==> src/rtl/cpu_types_pkg.sv <==
// Shared CPU types: pipeline controller state encoding and latch-control bundle.
package cpu_types_pkg;

    typedef enum logic [1:0] {
        RUN   = 2'd0,
        DWAIT = 2'd1,
        HALT  = 2'd2
    } ctrl_state_t;

    // One pipeline latch: load enable plus bubble-insert request.
    typedef struct packed {
        logic en;
        logic flush;
    } latch_ctrl_t;

    localparam latch_ctrl_t LATCH_ADV   = '{en: 1'b1, flush: 1'b0};
    localparam latch_ctrl_t LATCH_HOLD  = '{en: 1'b0, flush: 1'b0};
    localparam latch_ctrl_t LATCH_BUB   = '{en: 1'b1, flush: 1'b1};
    localparam latch_ctrl_t LATCH_RESET = '{en: 1'b0, flush: 1'b1};

    localparam int PERF_CNT_W = 32;

endpackage

==> src/rtl/pipe_perf_cnt.sv <==
// Pipeline performance counters: stall cycles and branch-flush cycles.
// Both wrap naturally at 2^PERF_CNT_W; the parent gates the increments.
module pipe_perf_cnt
    import cpu_types_pkg::*;
(
    input  logic                  CLK,
    input  logic                  RST,
    input  logic                  stallInc,
    input  logic                  flushInc,
    output logic [PERF_CNT_W-1:0] stallCnt,
    output logic [PERF_CNT_W-1:0] flushCnt
);

    // Count qualified events; synchronous clear.
    always_ff @(posedge CLK) begin
        if (RST) begin
            stallCnt <= '0;
            flushCnt <= '0;
        end else begin
            if (stallInc) stallCnt <= stallCnt + 1'b1;
            if (flushInc) flushCnt <= flushCnt + 1'b1;
        end
    end

endmodule

==> src/rtl/pipeline_ctrl.sv <==
// Five-stage pipeline latch controller: arbitrates halt, data-memory wait,
// branch flush, load-use stall and fetch miss into per-latch enable/flush.
// Optional feature macro: PIPE_PERF_EN adds stall_cnt / flush_cnt outputs.
module pipeline_ctrl
    import cpu_types_pkg::*;
(
    input  logic       CLK,
    input  logic       RST,
    input  logic       ihit,
    input  logic       dhit,
    input  logic       mem_dREN,
    input  logic       mem_dWEN,
    input  logic       hu_stall,
    input  logic       mem_branch,
    input  logic       wb_halt,
    output logic       pc_en,
    output logic       ifid_en,
    output logic       ifid_flush,
    output logic       idex_en,
    output logic       idex_flush,
    output logic       exmem_en,
    output logic       exmem_flush,
    output logic       memwb_en,
    output logic       memwb_flush,
    output logic       halted,
    output logic [1:0] ctrl_state
`ifdef PIPE_PERF_EN
    ,
    output logic [PERF_CNT_W-1:0] stall_cnt,
    output logic [PERF_CNT_W-1:0] flush_cnt
`endif
);

    ctrl_state_t state, nextState;
    logic        ihitPend, nextPend;
    logic        pcEn, haltedInt;
    logic        dwait, effIhit;
    latch_ctrl_t ifid, idex, exmem, memwb;

    assign dwait   = (mem_dREN | mem_dWEN) & ~dhit;
    // A fetch that completed while the PC was frozen still counts.
    assign effIhit = ihit | ihitPend;

    // Priority arbitration: reset > halt > dwait > branch > load-use > fetch miss.
    always_comb begin
        // NOTE: every signal gets a default before the if-chain so no path infers a latch.
        pcEn      = 1'b1;
        ifid      = LATCH_ADV;
        idex      = LATCH_ADV;
        exmem     = LATCH_ADV;
        memwb     = LATCH_ADV;
        haltedInt = 1'b0;
        nextState = RUN;
        nextPend  = 1'b0;
        if (RST) begin
            pcEn  = 1'b0;
            ifid  = LATCH_RESET;
            idex  = LATCH_RESET;
            exmem = LATCH_RESET;
            memwb = LATCH_RESET;
        end else if (state == HALT || wb_halt) begin
            pcEn      = 1'b0;
            ifid      = LATCH_HOLD;
            idex      = LATCH_HOLD;
            exmem     = LATCH_HOLD;
            memwb     = LATCH_HOLD;
            haltedInt = 1'b1;
            nextState = HALT;
            nextPend  = ihitPend;
        end else if (dwait) begin
            // Freeze the front of the pipe, drain a bubble into WB.
            pcEn      = 1'b0;
            ifid      = LATCH_HOLD;
            idex      = LATCH_HOLD;
            exmem     = LATCH_HOLD;
            memwb     = LATCH_BUB;
            nextState = DWAIT;
            nextPend  = ihitPend | ihit;
        end else if (mem_branch) begin
            // Squash the three wrong-path instructions; pending fetch is wrong-path too.
            ifid  = LATCH_BUB;
            idex  = LATCH_BUB;
            exmem = LATCH_BUB;
        end else if (hu_stall) begin
            pcEn     = 1'b0;
            ifid     = LATCH_HOLD;
            idex     = LATCH_BUB;
            nextPend = ihitPend | ihit;
        end else if (!effIhit) begin
            pcEn = 1'b0;
            ifid = LATCH_BUB;
        end
    end

    // State and pending-fetch registers with synchronous reset.
    always_ff @(posedge CLK) begin
        // NOTE: sequential state uses non-blocking assignments so all registers update together.
        if (RST) begin
            state    <= RUN;
            ihitPend <= 1'b0;
        end else begin
            state    <= nextState;
            ihitPend <= nextPend;
        end
    end

    assign pc_en       = pcEn;
    assign ifid_en     = ifid.en;
    assign ifid_flush  = ifid.flush;
    assign idex_en     = idex.en;
    assign idex_flush  = idex.flush;
    assign exmem_en    = exmem.en;
    assign exmem_flush = exmem.flush;
    assign memwb_en    = memwb.en;
    assign memwb_flush = memwb.flush;
    assign halted      = haltedInt;
    assign ctrl_state  = state;

`ifdef PIPE_PERF_EN
    logic stallEvt, flushEvt;

    // Stalls count only while running/waiting; branch flushes only when actually taken.
    assign stallEvt = ~RST & ~haltedInt & ~pcEn;
    assign flushEvt = ~RST & ~haltedInt & ~dwait & mem_branch;

    pipe_perf_cnt uPerf (
        .CLK      (CLK),
        .RST      (RST),
        .stallInc (stallEvt),
        .flushInc (flushEvt),
        .stallCnt (stall_cnt),
        .flushCnt (flush_cnt)
    );
`endif

endmodule

==> config.mk <==
export PLATFORM = sky130hd
export DESIGN_NAME = pipeline_ctrl
export DESIGN_NICKNAME = d
export VERILOG_FILES = /design/src/rtl/cpu_types_pkg.sv /design/src/rtl/pipe_perf_cnt.sv /design/src/rtl/pipeline_ctrl.sv
export SDC_FILE = /design/constraint.sdc
export NUM_CORES = 1
export LEC_CHECK = 0
export ABC_AREA = 0
export CAP_MARGIN = 20
export CORE_AREA = 4 4 41 43
export DETAILED_ROUTE_END_ITERATION = 10
export DIE_AREA = 0 0 45 47
export PLACE_DENSITY = 0.54
export RECOVER_POWER = 100
export SLEW_MARGIN = 5
export SYNTH_ARGS = -nofsm -noshare
export SYNTH_HDL_FRONTEND = slang
export SYNTH_SLANG_ARGS = --single-unit
==> constraint.sdc <==
create_clock -name CLK -period 1.45 [get_ports CLK]
set_input_delay 0.29 -clock CLK [delete_from_list [all_inputs] [get_ports CLK]]
set_output_delay 0.29 -clock CLK [all_outputs]
set_load 0.005 [all_outputs]
## Yosys cells after proc, flatten, opt, wreduce, memory -nomap -nowiden

Index checks and enable logic that the tools add are counted.
Widths: inputs -> output; s select.

- Bits in registers: 3
- Input bits: 9
- Output and inout bits: 12
- Word-level logic and storage cells: 41

- Equal/unequal tests: 1
- Multiplexer cells: 31
- Bitwise logic cells: 4
- Reductions and logical operators: 2

Operators with widths:

| kind | count |
|---|---|
| $mux 2 | 14 |
| $mux 1 | 17 |
| $eq 2x2->1 const B | 1 |
| $or 1x1->1 | 2 |
| $reduce_or 2->1 | 1 |
| $and 1x1->1 | 1 |
| $logic_or 1x1->1 | 1 |
| $not 1->1 | 1 |

## Longest topological paths before layout

Gate-level depths: netlist of run 1.

- Depth after elaboration: 7
- Gate-level depth with buffers: 3
- Depth with buffers taken out: 3

## Worst setup path after synthesis of run 1

OpenSTA, ideal clock, no wires.

- Path type: input to output
- Start point: in mem_dWEN
- End point: out pc_en
- Arrival time: 0.870 ns
- Required time: 1.160 ns
- Setup slack: 0.290 ns
- Stages on the path: 3
- Path buffers: 0
- Cells stage by stage: o21bai_4 -> and4bb_1 -> o21a_1

- Longest elaborated chain between the ends: 5

RTL lines:

| what | line | source |
|---|---|---|
| start: declaration | pipeline_ctrl.sv:12 | `input logic mem_dWEN,` |
| $or 1x1->1 | pipeline_ctrl.sv:40 | `assign dwait = (mem_dREN \| mem_dWEN) & ~dhit;` |
| $and 1x1->1 | pipeline_ctrl.sv:40 |  |
| $mux 1 | pipeline_ctrl.sv:70 | `end else if (dwait) begin` |
| $mux 1 | pipeline_ctrl.sv:61 | `end else if (state == HALT \|\| wb_halt) begin` |
| $mux 1 | pipeline_ctrl.sv:55 | `if (RST) begin` |
| end: declaration | pipeline_ctrl.sv:16 | `output logic pc_en,` |

No other way between the ends.

## Worst setup path in the final report of run 1

- Start point: reg state[0] (netlist: ctrl_state[0])
- End point: out exmem_flush

- Longest elaborated chain between the ends: 4

RTL lines:

| what | line | source |
|---|---|---|
| start: declaration | pipeline_ctrl.sv:34 | `ctrl_state_t state, nextState;` |
| start signal: assignment | pipeline_ctrl.sv:102 | `state <= nextState;` |
| $eq 2x2->1 | pipeline_ctrl.sv:61 |  |
| $logic_or 1x1->1 | pipeline_ctrl.sv:61 |  |
| $mux 2 | pipeline_ctrl.sv:61 |  |
| $mux 2 | pipeline_ctrl.sv:55 |  |
| end: declaration | pipeline_ctrl.sv:22 | `output logic exmem_flush,` |

No other way between the ends.

==> summary.md, run 1 <==
The area fraction in compound gates after synthesis came out at 31.5%. Summed over all layers, the global routing overflow is 0. The post-synthesis simple-gate area fraction is 38.5%.

Summing all placed instances gives a cell area of 556 um2. The number of levels in the clock H-tree was 1; the core region area was 1300 um2. The worst-case clock skew is 0.000744 ns. By area, the combinational part of the netlist is dominated by simple AND/OR/NAND/NOR gates. The final reports fail on negative setup slack.

The tools report the final critical-path setup slack as -0.0188 ns. Dividing the synthesized area by the synthesized cell count gives 8.07 um2. OpenSTA, run right after detailed placement, puts the worst setup slack at -0.639 ns. The most common cell in the netlist was nor2_1. Routability-driven placement finished with a final weighted congestion of 0.748. The average wire per cell in the routed design is 10.9 um. The xor and xnor fraction of the mapped netlist area came out at 0%. For this run, the leading register cell type out of synthesis is dfxtp_1. The async set-or-reset flop fraction in the synthesized netlist works out to 0%.

The worst setup path is captured at an output pin. Input and output buffers added on the ports amount to 20. Compared with the post-synthesis result, the final layout area differs by 143%.

The cell at the root of the clock tree is clkbuf_4. In this run the worst hold path is classified as primary input to flip-flop. The multi-input combinational cell area was 196 um2.

Along the worst path, the maximum fanout reaches 5. Adder-cell share of the synthesized area: 0%. The number of DRC markers in iteration 0 was 5; the synthesized netlist cell count was 31. From left edge to right edge, the die measures 45 um. Data arrives at the worst endpoint at 1.18 ns. The later-pin clock latency in the skew report was 0.24 ns. The shortest clock period the worst path allows after layout is 1.47 ns. The most critical setup path has its startpoint at ctrl_state[0]$_SDFF_PN0_.

Ranked by instance count, the synthesized netlist is headed by 7 x nor2_1, 3 x dfxtp_1, 3 x nor3_1, 3 x o21bai_1, 2 x nand2_1. Derived from the worst setup path, the maximum achievable clock frequency is 681 MHz. The logs give 24.0% for the post-synthesis sequential area ratio and 0 for the diode insertion count for antenna repair. The height of the chip works out to 47 um. The run gives 1.52 mm as the wire length of the first global-routing pass.

The standby leakage power was 0.310 nW; the total die area was 2120 um2. The final layout contains 81 nets. 21 I/O pins were placed. The post-route netlist has 56.3% of its cells at a drive strength greater than 1. Mux contribution to synthesized area: 0%. Sorting the synthesized cells by area gives the leading types as dfxtp_1 24%, nor2_1 11%, o21bai_1 9.0%. Counting the buffers created by CTS gives 3.

The number of antenna violations at the first check in global routing was 0. Setup violations remaining at the end of the flow were counted as 2. For this run, design rule violations remaining after detail routing come to 0. The final critical path takes up 101% of the cycle.

Counting cells, the worst reg-to-reg path comes to 4. The number of nets handed over by synthesis was 40. The via-per-instance ratio came out at 4.27.

The number of enable flip-flop cells after synthesis came out at 0. The run gives 0 as the total count of max-transition violations in the final report. The number of maximum-capacitance constraint violations is 0, and the total global routing track utilization is 11.0%. TritonCTS built the clock tree.

The run gives 0 as the number of warnings printed during yosys synthesis. For the number of clock sinks seen by CTS, the log shows 3. The worst setup path is launched from a flip-flop. The run gives 367 as the total vias in the final route. The logs give 2 for the number of buffers between clock root and the deepest sink and 10 for the pin count of the biggest net entering global routing.

The ratio of total power to cell area came out at 639 nW/um2. The number of hold buffers added after CTS was 0. Clock edge transition at the registers on the reported setup and hold paths: 0.04 ns. The detailed-route wire length on metal 1 was 386 um.

Setup repair after global routing could not meet its margin everywhere. The number of synthesized register bits was 3. The start-to-end type of the worst setup path is flip-flop to output pin. After routing the design area is 609 um2. The run gives 369 as the number of global-route vias before repair. The starting utilization of the core area was 19.2%; the post-synth design cell area was 250 um2.

The logs give 122 um for the met3 wire length and 62.6 um2 for the sequential standard cell area. The run gives 13 as the number of placement rows. The startpoint identified for the worst register-to-register timing path is ctrl_state[0]$_SDFF_PN0_. The final layout contains routed wiring with a total length of 937 um. The number of antenna-violating nets in the routed design came out at 0.

The utilization after layout came out at 46.8%. Wire segments on met2 add up to 385 um in the final route. The area share of the largest cell type after synthesis was 24.0%; the largest voltage drop on the vdd net was 0.000273 V. The startpoint of the worst hold path was wb_halt. The flow ran to the end, but the final reports show violations.

After synthesis, the netlist uses 18 different library cells. The hold violation count in the final report is 0. The highest metal layer used by the detailed router was met4. Summed over all nets, the half-perimeter wirelength after detailed placement is 660 um. The first detailed-routing pass took 3 iterations. The slew at the pin closest to its max-slew limit came out at 0.371 ns. The run gives 1.16 ns as the worst endpoint required time. The worst slew slack as a fraction of its limit is 75.2%, and the number of filler cells placed in the layout is 147.

The instance count along the most critical hold path is 4. The cell taking the most area after synthesis was dfxtp_1.
routing by layer:
layer,global-route usage [%],vias to the layer above
li1,-,189
met1,12.0,156
met2,13.8,18
met3,6.51,4
met4,12.3,0
met5,0,-
placed cells by master, fill, tap and decap left out, drive strengths merged:
master	count
nor2	7
a31o	1
nand2b	1
o21a	1
nand3	1
dlygate4sd2	6
o21bai	4
clkdlybuf4s15	3
buf	24
clkbuf	8
inv	1
or2b	1
nand2	2
nor3	3
dlymetal6s2s	1
and4bb	1
dfxtp	3
and2	1
a31oi	1
a311oi	1
registers in the layout, summed over array words and instances (netlist names):
name	count
ihitPend	1
ctrl_state	2
cell families (layout without fill, tap and decap cells):
group / after synthesis / in the layout
flops: 3 / 3
simple gates: 17 / 17
compound gates: 8 / 8
buf+inv: 3 / 43
where the power goes:
part	internal, W	switching, W	leakage (nW)
logic	0.0000883	0.0000567	0.270
registers	0.0000884	0.00000390	0.0254
clock network	0.000103	0.0000484	0.0150
area by class of cell:
cell class | instances | share of cell area (%)
Clock buffer | 4 | 4.31
Inverter | 1 | 0.616
Multi-Input combinational cell | 25 | 32.2
Sequential cell | 3 | 10.3
Tap cell | 15 | 3.08
Timing Repair Buffer | 38 | 49.5
through the flow:
stage / cells / hold slack (ns) / setup TNS [ns] / total power [W]
5_1_grt: 86 / 0.555 / -0.356 / 0.000425
4_1_cts: 85 / 0.493 / -0.0441 / 0.000397
2_1_floorplan: 31 / 0.516 / 0 / 0.000143
3_3_place_gp: 77 / 0.591 / -5.44 / 0.000239
6_report: 86 / 0.493 / -0.0248 / 0.000389
3_5_place_dp: 77 / 0.586 / -5.52 / 0.000239
worst max-delay path, stage by stage, from the launching register on:
cell      delay, ns
dfxtp_2        0.31
nand2b_4       0.16
and2_4         0.15
a31o_4         0.21
buf_6          0.11
path summary, 6_finish.rpt:
kind | to | slack, ns
worst max-delay path | exmem_flush | -0.02
worst min-delay path | ctrl_state[0]$_SDFF_PN0_ | 0.49
worst max register to register | ihitPend$_SDFFE_PP0N_ | 0.41
worst min register to register | ctrl_state[0]$_SDFF_PN0_ | 0.60
repair_timing:
action                                  in CTS  in global routing
pin swaps                                    7                  0
endpoints found under the setup margin      12                  7
setup buffers                                4                  1
gates resized for setup                     62                  3
Power figures use the tool's default switching activity.
==> run 2, diff against run 1 <==
--- a/config.mk
+++ b/config.mk
@@ -6,7 +6,7 @@
 export NUM_CORES = 1
 export LEC_CHECK = 0
 export ABC_AREA = 0
-export CAP_MARGIN = 20
+export CAP_MARGIN = 25
 export CORE_AREA = 4 4 41 43
 export DETAILED_ROUTE_END_ITERATION = 10
 export DIE_AREA = 0 0 45 47
==> results of run 2 <==
The final DEF is identical to that of run 1; final timing and power are the same.
==> variant: new RTL, flow settings as in run 1 <==
Reset style: asynchronous (`RST`), changed in one clocked block. Comments in the files are not updated.
--- a/src/rtl/pipeline_ctrl.sv
+++ b/src/rtl/pipeline_ctrl.sv
@@ -93,7 +93,7 @@
     end
 
     // State and pending-fetch registers with synchronous reset.
-    always_ff @(posedge CLK) begin
+    always_ff @(posedge CLK or posedge RST) begin
         // NOTE: sequential state uses non-blocking assignments so all registers update together.
         if (RST) begin
             state    <= RUN;
Formal check against the unedited RTL: differs if RST is asserted again (counterexample within 4 cycles, from zero or initial values and one cycle with RST high); with RST held inactive, the same outputs for 10 cycles.
==> variant against run 1 <==
The run still ends with setup timing left; final cell count decreased by 8.1%; setup slack got worse by 0.015 ns; sequential power about the same; wire length decreased by 11%; sequential cell count unchanged; power decreased by 6.8%; design area decreased by 9.4%; synthesized area decreased by 2.5%; critical path type unchanged; critical endpoint is now ifid_en; largest power group unchanged.
==> variant: results (changes against run 1) <==
* Endpoint of the lowest-slack register-to-register path: ihitPend (unchanged)
- Estimated wirelength of the detail-placed design: 638.6 um (was 659.6 um)
- First-pass GRT wire length: 1359 um (was 1524 um)
* Launching element of the worst setup path: ctrl_state[1] (was ctrl_state[0])
- Complex-gate fraction of the synthesized area: 0.2513 (was 0.3150)
- The worst reg2reg path startpoint is ctrl_state[0] (unchanged).
* Leakage component of the power: 0.2945 nW (was 0.3103 nW)
- Min-Delay Path Class: input port to async pin (was input port to register)
- Largest clock skew in the final design: 0.003067 ns (was 0.0007441 ns)
- Cells after DPL: 73 (was 77)
- Switching power share of the total: 0.2749 (was 0.2801)
- The final number of setup-violating endpoints came to 3 (was 2).
- Synth cell count leaders: nor2_1 (6), o21ai_0 (4), dfrtp_1 (3), inv_1 (3) (was nor2_1 (7), dfxtp_1 (3), nor3_1 (3), o21bai_1 (3), nand2_1 (2)).
- The combinational power is 126 uW (was 145 uW).
- CP top delay family: simple AND/OR/NAND/NOR gates (was flip-flops)
* Gate count after technology mapping: 30 (was 31)
- Setup WS post-layout: -0.03344 ns (was -0.01879 ns)
- The total number of vias is 338 (was 367).
- Violated checks: setup timing (unchanged)
- Run status: complete, but fails checks (unchanged)
- Power attributed to the clock group: 145 uW (was 152 uW)
* Met3 layer wire length in the routed design: 116 um (was 122 um)
* Global routing usage summed across all routing layers: 0.09242 (was 0.1105)
- Most area-consuming cells after synthesis: dfrtp_1 (31%), nor2_1 (9.2%), o21ai_0 (8.2%), o21bai_4 (7.7%), nand2b_4 (5.6%) (was dfxtp_1 (24%), nor2_1 (11%), o21bai_1 (9.0%), o21bai_4 (7.5%), nor3_1 (6.0%))
- Met1 Routed Length: 319 um (was 386 um)
## variant: changes by cell type in the layout (fill, tap and decap cells not counted), sizes merged, moves of 3 or more
| cell | run 1 | this run |
|---|---|---|
| dlygate4sd2 | 6 | 9 |
| dfxtp | 3 | 0 |
| o21bai | 4 | 1 |
| buf | 24 | 17 |
| dfrtp | 0 | 3 |
| o21ai | 0 | 4 |
## variant: how the worst min path moves through the flow
| stage | endpoint | slack, ns | depth (start not counted) | startpoint |
|---|---|---|---|---|
| 6_report | ihitPend | 0.27 | 3 | RST |
| 4_1_cts | ihitPend | 0.20 | 3 | RST |
| 3_3_place_gp | ctrl_state[0] | 0.65 | 3 | ctrl_state[1] |
| 5_1_grt | ctrl_state[1] | 0.31 | 3 | RST |
| 3_5_place_dp | ctrl_state[0] | 0.65 | 3 | ctrl_state[1] |
| 2_1_floorplan | ctrl_state[0] | 0.08 | 1 | RST |
## variant: kinds of logic after synthesis
logic type / count (synthesis)
buffers and inverters: 4
DFF: 3
AOI/OAI and AO/OA: 8
and+or+nand+nor: 15
## variant: final cells by class
type / instances / area, um2
repair buffers: 31 / 245.2
well taps: 15 / 18.77
flip-flops and latches: 3 / 75.07
clock buffers: 4 / 26.28
fillers: 154 / 749.5
multi-input cells: 23 / 175.2
inverters: 3 / 11.26
## variant: layer usage
| layer | track usage | up-vias |
|---|---|---|
| met5 | 0 | - |
| met2 | 0.1384 | 20 |
| met4 | 0.05263 | 0 |
| met1 | 0.1023 | 141 |
| met3 | 0.05364 | 2 |
| li1 | - | 175 |
## variant: timing repair
| item | CTS | global route |
|---|---|---|
| pin swaps | 8 | 0 |
| buffers inserted | 1 | 1 |
| endpoints found under the hold margin | 0 | 0 |
| hold buffers | 0 | 0 |
| gates resized for setup | 58 | 4 |
| cloned | 0 | 0 |
| setup endpoints to repair | 11 | 9 |
